[src/rtl/buffer_reader_pkg.sv]
// Shared definitions for the buffer reader: FSM state encoding and default widths.
`timescale 1ns/1ps
package buffer_reader_pkg;

  localparam int unsigned DEF_DWIDTH = 16;
  localparam int unsigned DEF_LEN_W  = 8;

  typedef enum logic [1:0] {
    IDLE   = 2'd0,
    STREAM = 2'd1,
    DONE   = 2'd2
  } reader_state_t;

endpackage

[src/rtl/buffer_reader.sv]
// Pops a fixed-length burst from a show-ahead FIFO and presents it as a
// valid/ready stream through a single output register stage.
`timescale 1ns/1ps
module buffer_reader
  import buffer_reader_pkg::*;
#(
  parameter int unsigned DWIDTH = DEF_DWIDTH,
  parameter int unsigned LEN_W  = DEF_LEN_W
) (
  input  logic              clk,
  input  logic              rstn,
  input  logic              start,
  input  logic              abort,
  input  logic [LEN_W-1:0]  len,
  input  logic [DWIDTH-1:0] fifo_dout,
  input  logic              fifo_empty,
  output logic              fifo_rd_en,
  output logic [DWIDTH-1:0] m_data,
  output logic              m_valid,
  input  logic              m_ready,
  output logic              m_last,
  output logic              busy,
  output logic              done
);

  reader_state_t    state_q;
  reader_state_t    state_d;
  logic [LEN_W-1:0] cnt_q;
  logic             pop;
  logic             beat_acc;
  logic             launch;
  logic             kill;

  // Pop when streaming, words remain, FIFO has data and the output slot is free.
  always_comb begin
    pop      = (state_q == STREAM) && (cnt_q != '0) && !fifo_empty && (!m_valid || m_ready);
    beat_acc = m_valid && m_ready;
    launch   = (state_q == IDLE) && start && !abort;
    kill     = abort && (state_q != IDLE);
  end

  assign fifo_rd_en = pop;

  // State register.
  always_ff @(posedge clk or negedge rstn) begin
    if (!rstn) begin
      state_q <= IDLE;
    end else begin
      state_q <= state_d;
    end
  end

  // Next-state logic; abort overrides completion of the final beat.
  always_comb begin
    state_d = state_q;
    case (state_q)
      IDLE: begin
        if (launch) begin
          state_d = (len != '0) ? STREAM : DONE;
        end
      end
      STREAM: begin
        if (abort) begin
          state_d = IDLE;
        end else if (beat_acc && m_last) begin
          state_d = DONE;
        end
      end
      DONE:    state_d = IDLE;
      default: state_d = IDLE;
    endcase
  end

  // Word counter and output register stage.
  always_ff @(posedge clk or negedge rstn) begin
    if (!rstn) begin
      cnt_q   <= '0;
      m_data  <= '0;
      m_valid <= 1'b0;
      m_last  <= 1'b0;
    end else if (kill) begin
      cnt_q   <= '0;
      m_valid <= 1'b0;
      m_last  <= 1'b0;
    end else begin
      if (launch && (len != '0)) begin
        cnt_q <= len;
      end
      if (pop) begin
        m_data  <= fifo_dout;
        m_valid <= 1'b1;
        m_last  <= (cnt_q == LEN_W'(1));
        cnt_q   <= cnt_q - LEN_W'(1);
      end else if (beat_acc) begin
        m_valid <= 1'b0;
        m_last  <= 1'b0;
      end
    end
  end

  // Status flags registered from the next state so they align with the state register.
  always_ff @(posedge clk or negedge rstn) begin
    if (!rstn) begin
      busy <= 1'b0;
      done <= 1'b0;
    end else begin
      busy <= (state_d == STREAM);
      done <= (state_d == DONE);
    end
  end

endmodule

[config.mk]
export PLATFORM = sky130hd
export DESIGN_NAME = buffer_reader
export DESIGN_NICKNAME = d
export VERILOG_FILES = /design/src/rtl/buffer_reader_pkg.sv /design/src/rtl/buffer_reader.sv
export SDC_FILE = /design/constraint.sdc
export NUM_CORES = 1
export LEC_CHECK = 0
export ABC_AREA = 1
export BUFFER_PORTS_ARGS = -buffer_cell sky130_fd_sc_hd__clkbuf_2
export CORE_MARGIN = 2
export CORE_UTILIZATION = 54
export DETAILED_ROUTE_END_ITERATION = 16
export MAX_ROUTING_LAYER = met4
export PLACE_DENSITY = 0.95
export SETUP_SLACK_MARGIN = 0.15
export SYNTH_ARGS = -nofsm -noshare
export SYNTH_HDL_FRONTEND = slang
export SYNTH_SLANG_ARGS = --single-unit
[constraint.sdc]
create_clock -name clk -period 3 [get_ports clk]
set_input_delay 0.6 -clock clk [delete_from_list [all_inputs] [get_ports clk]]
set_output_delay 0.6 -clock clk [all_outputs]
set_load 0.03 [all_outputs]
# Word level (Yosys, flattened, before mapping)
# Index checks and enable logic that the tools add are counted.
dict set report classes {
  add_sub_neg 1
  eq_ne 4
  n_mux 13
  bitwise 1
  reduce_logical 20
}
# operator count
set op_table {}
lappend op_table {{$mux 8} 3}
lappend op_table {{$reduce_bool 8->1} 2}
lappend op_table {{$logic_and 1x1->1} 9}
lappend op_table {{$eq 8x1->1 const B} 1}
lappend op_table {{$mux 2} 4}
lappend op_table {{$sub 8x1->8 const B} 1}
lappend op_table {{$reduce_bool 3->1} 2}
lappend op_table {{$mux 1} 5}
lappend op_table {{$eq 2x1->1 const B} 2}
lappend op_table {{$pmux 2 s2} 1}
lappend op_table {{$logic_not 1->1} 3}
lappend op_table {{$eq 2x2->1 const B} 1}
lappend op_table {{$logic_not 2->1} 1}
lappend op_table {{$reduce_and 2->1} 1}
lappend op_table {{$reduce_bool 2->1} 1}
lappend op_table {{$logic_or 1x1->1} 1}
lappend op_table {{$not 1->1} 1}
dict set report totals {
  register_bits 30
  input_bits 30
  out_inout_bits 21
  word_cells 46
}

# Longest topological paths before layout
# Gate-level depths: netlist of the first run.
dict set report logic_depth {
  word_depth 7
  ltp_mapped 11
  ltp_nobuf 10
}

# Least setup slack after synthesis of the first run
# OpenSTA, ideal clock, no wires.
dict set report synth_timing {
  path_type {input to output}
  from {in fifo_empty}
  to {out fifo_rd_en}
  t_arrival_ps 1339
  required_ps 2400
  path_slack_ps 1061
  path_stages 3
  n_path_buf 0
  cell_sequence {inv_1 -> nand2_1 -> nor3_2}
}
dict set report synth_via {
  elab_chain_len 3
}
# item line
set synth_rtl {}
lappend synth_rtl {{start: declaration} buffer_reader.sv:16} ;# input logic fifo_empty,
lappend synth_rtl {{$logic_not 1->1} buffer_reader.sv:36} ;# pop = (state_q == STREAM) && (cnt_q != '0) && !fifo_empty && (!m_valid || m_ready);
lappend synth_rtl {{$logic_and 1x1->1 (2 in series)} buffer_reader.sv:36}
lappend synth_rtl {{end: declaration} buffer_reader.sv:17} ;# output logic fifo_rd_en,
# No other way between the ends.

# Worst setup path after layout of the first run
dict set report layout_timing {
  from {reg cnt_q[0]}
  to {out fifo_rd_en}
}
dict set report layout_via {
  elab_chain_len 4
}
# item line
set layout_rtl {}
lappend layout_rtl {{start: declaration} buffer_reader.sv:28} ;# logic [LEN_W-1:0] cnt_q;
lappend layout_rtl {{start signal: assignment} buffer_reader.sv:87} ;# cnt_q <= len;
lappend layout_rtl {{start signal: assignment} buffer_reader.sv:93} ;# cnt_q <= cnt_q - LEN_W'(1);
lappend layout_rtl {{$reduce_bool 8->1} buffer_reader.sv:36}
lappend layout_rtl {{$logic_and 1x1->1 (3 in series)} buffer_reader.sv:36}
# No other way between the ends.

==> flow_summary_export.csv, run 1 <==
group,metric,value,unit
run_status,status,"finished clean",
synthesis,syn_avg_cell_area,7.67,um^2
clock_network,cts.repair.resized,0,
final_layout,stdcell_area,1930,um^2
critical_path,worstPathCellList,"inv_1, ha_1, nand2_2, nor2_4, nor3_2, clkbuf_2",
detailed_routing,vias_per_cell,5.34,
synthesis,syn_area,1600,um^2
clock_network,cts_tree,"built",
critical_path,critPathSlowestCell,"dfrtp_1",
global_routing,grt_pass1_vias,1505,
critical_path,end_kind,"primary output",
final_layout,n_antenna_cell,0,
floorplan,boundaryPins,51,
detailed_routing,ant_nets,0,
detailed_routing,drc_errors,0,
sta,maxSlewViolCount,0,
floorplan,die_h,58.5,um
synthesis,ys_ff_latch,30,
floorplan,dieArea,3420,um^2
placed_design,gp_congestion,0.879,
hold_path,hp-class,"in2async",
global_routing,overflow,0,
job,maxCapViolations,0,
sta,fmax,412,MHz
global_routing,grt_pass1_wl,6420,um
sta,layout_min_cycle_time,2.43,ns
sta,rsz0062_at_grt,"no",
clock_network,htreeDepth,2,
final_layout,drive_above_1_share,0.269,
clock_network,cts_buffers,5,
synthesis,seq_area_frac_synth,0.468,
sta,tightest_slew,0.732,ns
sta,tns,0,ns
detailed_routing,avgRoutedWirePerCell,13.0,um
final_layout,mostFrequentLayoutCell,"nand2_1",
global_routing,grt_max_degree,31,
synthesis,ys_types,24,
floorplan,coreArea,2780,um^2
clock_network,clock-sinks,30,
final_layout,multiInputGateArea,757,um^2
clock_network,hold_buffers,0,
sta,hold_viol,0,
floorplan,die_x,58.5,um
critical_path,crit_required,2.40,ns
global_routing,grt_use_total,0.261,
floorplan,rows,19,
detailed_routing,drt_iter0_markers,89,
floorplan,start_util,0.576,
synthesis,synth_warnings,0,
final_layout,seqCellArea,751,um^2
final_layout,utilization,0.693,
clock_network,insertion_delay,0.35,ns
sta,clock_skew,0.00738,ns
critical_path,r2r_start,"cnt_q[0]$_DFFE_PN0P_",
clock_network,path_clk_slew,0.10,ns
final_layout,final_cell_mix,"nand2_1 (97), clkbuf_2 (50), dfrtp_1 (30)",
final_layout,fillCellCount,237,
detailed_routing,drt-pass1-iter-count,5,
final_layout,final_nets,296,
sta,post-route-period-util,0.809,
clock_network,clk_path_buf_depth,2,
placed_design,port_buffers,50,
placed_design,placed_area,1870,um^2
power_and_ir_drop,peakVddDrop,0.583,mV
detailed_routing,vias,1574,
synthesis,syn_nets,242,
critical_path,criticalPathCategory,"reg2out",
critical_path,startpoint,"cnt_q[0]$_DFFE_PN0P_",
final_layout,area_delta_synth_final,20.2,%
global_routing,antenna_found_initial,0,
power_and_ir_drop,power.density,793,nW/um^2
critical_path,max_stage_delay,0.38,ns
critical_path,arrival,1.83,ns
placed_design,place_hpwl,2750,um
detailed_routing,drt_wl_total,3850,um
critical_path,worst_setup_path_start_kind,"register",
sta,relSlewSlack,0.512,
critical_path,worstPathMaxFanout,7,
clock_network,cts_setup_buffers,0,
sta,finalSetupViolCount,0,
clock_network,cts-root-buf,"clkbuf_4",
power_and_ir_drop,p_leak,1.11,nW
synthesis,syn_inst,209,
==> layer usage <==
layer	vias to the layer above	routed length, um	share of wire	GRT usage
met5	-	0	0	-
met3	9	336	0.087	0.0835
met1	719	1520	0.39	0.298
met4	0	73	0.019	0.0797
met2	90	1920	0.50	0.437
li1	756	-	-	-
==> state kept, by name, summed over array words and instances, names as in the netlist <==
name / count
m_data: 16
cnt_q: 8
state_q: 2
busy: 1
done: 1
m_last: 1
m_valid: 1
==> stage by stage <==
stage | hold slack (ns) | total power, W | std cells | setup WS (ns)
floorplan | 0.304 | 0.00109 | 209 | 1.06
global placement | 0.454 | 0.00125 | 287 | 0.911
detailed placement | 0.458 | 0.00128 | 287 | 0.901
CTS | 0.297 | 0.00154 | 295 | 0.569
global route | 0.308 | 0.00163 | 295 | 0.463
finish | 0.289 | 0.00153 | 295 | 0.573
==> final cells by class <==
type | count | area share
clock inverters | 3 | 0.0110
well taps | 31 | 0.0201
inverters | 13 | 0.0292
flip-flops and latches | 30 | 0.390
multi-input cells | 161 | 0.393
repair buffers | 52 | 0.138
clock buffers | 5 | 0.0195
==> power breakdown <==
| group | switching [W] | internal (W) |
|---|---|---|
| clock network | 0.000156 | 0.0000908 |
| logic | 0.000457 | 0.000203 |
| registers | 0.0000968 | 0.000525 |
| total | 0.000710 | 0.000818 |
==> path summary, 6_finish.rpt <==
check	end	slack [ns]	depth (start not counted)
setup reg to reg	cnt_q[2]$_DFFE_PN0P_	1.11	9
max in group asynchronous	cnt_q[7]$_DFFE_PN0P_	2.24	1
setup / recovery	fifo_rd_en	0.57	6
hold reg to reg	m_data[15]$_DFFE_PN0P_	0.48	2
min in group clk	m_data[15]$_DFFE_PN0P_	0.45	3
hold / removal	m_data[12]$_DFFE_PN0P_	0.29	1
==> cell families after synthesis <==
family          Yosys count  synth area share
simple gates            150             0.417
xor+xnor                  3            0.0164
flops                    30             0.468
buf+inv                  18            0.0593
compound gates            5            0.0156
fa+ha+maj                 3            0.0234
==> synthesized netlist by cell type, drive strengths merged <==
master	count	area, um^2
clkbuf	1	3.75
nand2	100	393
nand3	23	115
nor2	20	111
buf	4	35.0
xnor2	2	17.5
nand3b	1	7.51
inv	12	47.6
o21ai	5	25.0
clkinv	1	8.76
nor3	1	10.0
or2	1	6.26
dfrtp	30	751
xor2	1	8.76
nand4	4	25.0
ha	3	37.5
==> critical path: cells and delay by family (launching register included) <==
family	cells	cell delay, ns
simple gates	3	0.47
buf+inv	2	0.40
flops	1	0.38
fa+ha+maj	1	0.22
No activity file was read; power rests on OpenSTA's default activity.
==> run 2: changes to the inputs <==
- CORE_UTILIZATION: 54 -> 45
- PLACE_DENSITY: 0.95 -> 0.87
- clock period: 3 -> 2.05 ns (I/O delays scaled with it)
==> run 2 against run 1 <==
  * Power rose by 57%
  * First-iteration DRC count rose by 52%
  * Routed wire length fell by 1.2%
  * Hold slack lost 0.17 ns
  * Global-route usage shrank 4.6 points
  * Critical endpoint unchanged
==> flow_summary_export.csv, run 2 (synthesized netlist as in run 1, its figures left out) <==
group,metric,value,unit
run_status,status,"finished clean",
critical_path,worst_setup_path_start_kind,"register",
final_layout,largest_register_ffs,16,
critical_path,crit_required,1.64,ns
final_layout,top_regs,"m_data: 16 flops, cnt_q: 8 flops, state_q: 2 flops",
job,maxCapViolations,0,
sta,layout_min_cycle_time,1.82,ns
placed_design,place_hpwl,2730,um
detailed_routing,top_layer,"met4",
floorplan,coreArea,3390,um^2
final_layout,final_nets,300,
placed_design,placed_area,1890,um^2
critical_path,arrival,1.41,ns
detailed_routing,avgRoutedWirePerCell,12.1,um
final_layout,drive_above_1_share,0.306,
global_routing,overflow,0,
power_and_ir_drop,power.density,1180,nW/um^2
global_routing,grt_use_total,0.215,
critical_path,ff2ff_setup_slack,0.36,ns
final_layout,area_delta_synth_final,27.2,%
global_routing,antenna_found_initial,0,
floorplan,die_h,63.7,um
clock_network,path_clk_slew,0.09,ns
detailed_routing,drt_wl_total,3800,um
sta,relSlewSlack,0.522,
detailed_routing,drt-pass1-iter-count,4,
global_routing,grt_pass1_wl,6670,um
detailed_routing,wl_met1,1680,um
clock_network,cts_buffers,5,
final_layout,fillCellCount,319,
placed_design,port_buffers,50,
final_layout,final_cell_mix,"nand2_1 (96), clkbuf_2 (49), dfrtp_1 (27)",
detailed_routing,drt_iter0_markers,135,
placed_design,gp_congestion,0.863,
sta,tightest_slew,0.717,ns
detailed_routing,wl_met3,274,um
critical_path,criticalPathCategory,"reg2out",
sta,rsz0062_at_grt,"no",
floorplan,die_x,63.7,um
global_routing,grt_pass1_vias,1541,
hold_path,hp-class,"in2async",
power_and_ir_drop,peakVddDrop,0.536,mV
final_layout,mostFrequentLayoutCell,"nand2_1",
clock_network,cts_tree,"built",
sta,tns,0,ns
clock_network,htreeDepth,2,
sta,fmax,549,MHz
power_and_ir_drop,p_leak,1.15,nW
clock_network,clk_path_buf_depth,2,
detailed_routing,vias,1532,
final_layout,utilization,0.602,
global_routing,grt_max_degree,31,
floorplan,start_util,0.473,
clock_network,clock-sinks,30,
critical_path,worstPathMaxFanout,5,
sta,finalSetupViolCount,0,
detailed_routing,drc_errors,0,
final_layout,largest-register,"m_data",
final_layout,n_antenna_cell,0,
detailed_routing,vias_per_cell,4.88,
detailed_routing,ant_nets,0,
sta,post-route-period-util,0.888,
sta,clock_skew,0.00610,ns
final_layout,stdcell_area,2040,um^2
floorplan,dieArea,4060,um^2
clock_network,insertion_delay,0.33,ns
clock_network,cts-root-buf,"clkbuf_4",
critical_path,end_kind,"primary output",
detailed_routing,dr_wl_met2,1770,um
floorplan,rows,21,
sta,hold_viol,0,
floorplan,boundaryPins,51,
sta,maxSlewViolCount,0,
[run 2: worst max-delay path, cell delays in order (launching register included)]
cell,delay [ns]
dfrtp_1,0.47
nor2_4,0.13
nand2_1,0.09
nor2_4,0.17
nor3_4,0.06
buf_8,0.15
[run 2: path summary, 6_finish.rpt]
path                                  startpoint                     to  cells past startpoint
min in group clk                    fifo_dout[9]  m_data[9]$_DFFE_PN0P_                      3
max in group asynchronous                   rstn   cnt_q[2]$_DFFE_PN0P_                      1
min reg2reg                m_data[9]$_DFFE_PN0P_  m_data[9]$_DFFE_PN0P_                      2
max                         cnt_q[5]$_DFFE_PN0P_             fifo_rd_en                      5
max reg2reg                 cnt_q[1]$_DFFE_PN0P_     m_last$_DFFE_PN0P_                      9
min                                         rstn   cnt_q[7]$_DFFE_PN0P_                      1
[run 2: repair_timing]
action | in CTS | in global routing
gates resized for setup | 5 | 11
pin swaps | 0 | 1
gates cloned | 0 | 0
endpoints found under the setup margin | 1 | 24
buffers inserted | 1 | 2
hold buffers | 0 | 0
[run 2: power by group]
group	total, W	internal (W)	switching, W
clock	0.000459	0.000258	0.000201
sequential	0.000917	0.000772	0.000146
combinational	0.00102	0.000339	0.000683
total	0.00240	0.00137	0.00103
[run 2: final cells by class]
class	instances	area (um^2)	area share
clock inverter	1	30.0	0.0147
timing repair buffer	56	305	0.150
sequential	30	754	0.370
multi-input combinational	161	791	0.388
tap	46	57.6	0.0282
clock buffer	7	45.0	0.0221
inverter	13	56.3	0.0276
[run 2: layer usage]
layer / up-vias / GRT usage
li1: 769 / -
met1: 691 / 0.263
met2: 64 / 0.346
met3: 8 / 0.0482
met4: 0 / 0.0815
met5: - / -
[run 2: stage by stage]
step	total power [W]	hold WS (ns)	setup slack [ns]	instances
after floorplan	0.00159	0.114	0.321	209
after global placement	0.00184	0.455	0.294	303
after detailed placement	0.00187	0.462	0.210	303
after CTS	0.00237	0.137	0.152	312
after global routing	0.00257	0.159	0.154	314
final	0.00240	0.116	0.230	314
==> run 3: changes to the inputs <==
- CORE_UTILIZATION: 45 -> 40
- PLACE_DENSITY: 0.87 -> 0.77
- clock period: 2.05 -> 2.3 ns (I/O delays scaled with it)
==> run 3 against run 2 <==
  * Clock power fell by 3%
  * Flip-flop and latch count did not move
  * Die area rose by 12%
  * Largest cell class unchanged
==> flow_summary_export.csv, run 3 (synthesized netlist as in run 1, its figures left out) <==
group,metric,value,unit
detailed_routing,dr_wl_met2,1650,um
critical_path,worstPathCellList,"inv_1, ha_1, nand2_2, nor2_4, nor3_2, clkbuf_2",
power_and_ir_drop,p_switching,0.000905,W
sta,relSlewSlack,0.496,
detailed_routing,wl_met3,223,um
detailed_routing,avgRoutedWirePerCell,11.3,um
clock_network,cts_tree,"built",
global_routing,grt_max_degree,31,
power_and_ir_drop,seqPwrFrac,0.383,
floorplan,dieArea,4530,um^2
final_layout,n_antenna_cell,0,
clock_network,htreeDepth,2,
clock_network,cts.repair.resized,0,
clock_network,path_clk_slew,0.07,ns
placed_design,placed_area,1900,um^2
floorplan,boundaryPins,51,
power_and_ir_drop,clockPowerShare,0.212,
final_layout,area_delta_synth_final,24.4,%
detailed_routing,drt_iter0_markers,72,
sta,hold_viol,0,
floorplan,rows,23,
final_layout,final_cell_mix,"nand2_1 (97), clkbuf_2 (50), dfrtp_1 (30)",
detailed_routing,drt-pass1-iter-count,4,
clock_network,cts_setup_buffers,0,
floorplan,coreArea,3910,um^2
detailed_routing,wl_met1,1630,um
power_and_ir_drop,power.density,1050,nW/um^2
power_and_ir_drop,intPower,0.00119,W
clock_network,cts_buffers,5,
clock_network,clock-sinks,30,
sta,rsz0062_at_grt,"no",
hold_path,hp-class,"in2async",
floorplan,die_h,67.3,um
placed_design,port_buffers,50,
clock_network,insertion_delay,0.28,ns
detailed_routing,top_layer,"met4",
critical_path,arrival,1.54,ns
sta,layout_min_cycle_time,2.00,ns
critical_path,worstPathMaxFanout,6,
floorplan,die_x,67.3,um
placed_design,place_hpwl,2660,um
run_status,status,"finished clean",
final_layout,top_regs,"m_data: 16 flops, cnt_q: 8 flops, state_q: 2 flops",
final_layout,drive_above_1_share,0.272,
detailed_routing,ant_nets,0,
sta,hold_ws,0.236,ns
global_routing,grt_pass1_wl,5900,um
placed_design,gp_congestion,1.01,
sta,clock_skew,0.00322,ns
clock_network,hold_buffers,0,
critical_path,end_kind,"primary output",
critical_path,criticalPathCategory,"reg2out",
sta,tightest_slew,0.756,ns
final_layout,largest_register_ffs,16,
sta,tns,0,ns
power_and_ir_drop,peakVddDrop,0.533,mV
power_and_ir_drop,p_leak,1.13,nW
job,maxCapViolations,0,
sta,maxSlewViolCount,0,
global_routing,grt_use_total,0.186,
detailed_routing,drt_wl_total,3550,um
global_routing,overflow,0,
power_and_ir_drop,switching_share,0.431,
critical_path,critPathSlowestCell,"dfrtp_1",
final_layout,largest-register,"m_data",
power_and_ir_drop,total_power,0.00210,W
floorplan,start_util,0.410,
detailed_routing,vias_per_cell,4.71,
final_layout,final_nets,297,
sta,finalSetupViolCount,0,
clock_network,clk_path_buf_depth,2,
global_routing,antenna_found_initial,0,
critical_path,worst_setup_path_start_kind,"register",
detailed_routing,drc_errors,0,
final_layout,mostFrequentLayoutCell,"nand2_1",
power_and_ir_drop,p_comb_frac,0.404,
clock_network,cts-root-buf,"clkbuf_8",
sta,fmax,501,MHz
sta,post-route-period-util,0.867,
detailed_routing,vias,1484,
final_layout,stdcell_area,1990,um^2
critical_path,max_stage_delay,0.37,ns
global_routing,grt_pass1_vias,1355,
critical_path,crit_required,1.84,ns
-- run 3: cell types whose count changed in the layout (fill, tap and decap cells not counted), moves of 2 or more --
cell / change
inv_2: -2
clkbuf_8: +6
nor2_4: -3
nor2_1: +2
inv_1: +2
clkbuf_1: -2
dfrtp_2: -3
clkbuf_4: -5
dfrtp_1: +3
buf_4: -3
-- run 3: stage by stage --
stage,setup slack (ns),util,instances
global placement,0.542,0.485,307
global route,0.198,0.510,315
CTS,0.277,0.510,315
floorplan,0.521,-,209
detailed placement,0.433,0.485,307
finish,0.305,0.510,315
-- run 3: final timing paths --
| kind | start | endpoint | slack [ns] | cells after the start |
|---|---|---|---|---|
| max reg2reg | cnt_q[0]$_DFFE_PN0P_ | cnt_q[1]$_DFFE_PN0P_ | 0.44 | 9 |
| max | cnt_q[0]$_DFFE_PN0P_ | fifo_rd_en | 0.30 | 6 |
| min | rstn | m_data[15]$_DFFE_PN0P_ | 0.24 | 1 |
| max in group asynchronous | rstn | m_data[12]$_DFFE_PN0P_ | 1.59 | 1 |
| min in group clk | fifo_dout[3] | m_data[3]$_DFFE_PN0P_ | 0.37 | 3 |
| min reg2reg | m_data[1]$_DFFE_PN0P_ | m_data[1]$_DFFE_PN0P_ | 0.47 | 2 |
-- run 3: cell type report --
class | instances | area (um^2)
clock buffers | 6 | 82.6
clock inverters | 2 | 12.5
fillers | 396 | 1920
inverters | 13 | 56.3
multi-input cells | 161 | 757
flip-flops and latches | 30 | 751
well taps | 50 | 62.6
repair buffers | 53 | 273
-- run 3: per-layer routing --
| metal | track usage | vias to the layer above |
|---|---|---|
| met1 | 0.220 | 659 |
| met4 | 0.0765 | 0 |
| met3 | 0.0650 | 5 |
| met5 | - | - |
| li1 | - | 764 |
| met2 | 0.288 | 56 |
-- run 3: worst max-delay path: cells and delay by family (launching register included) --
kind                     cells  cell delay [ns]
buffers and inverters        2             0.35
adder cells (fa/ha/maj)      1             0.22
flip-flops                   1             0.37
AND/OR/NAND/NOR              3             0.30
-- run 3: power groups by stage --
stage | registers [W] | logic, W | clock network, W
floorplan | 0.00102 | 0.000394 | 0
global route | 0.000828 | 0.000933 | 0.000485
finish | 0.000804 | 0.000848 | 0.000445
CTS | 0.000805 | 0.000855 | 0.000466
detailed placement | 0.000807 | 0.000858 | 0
global placement | 0.000807 | 0.000842 | 0
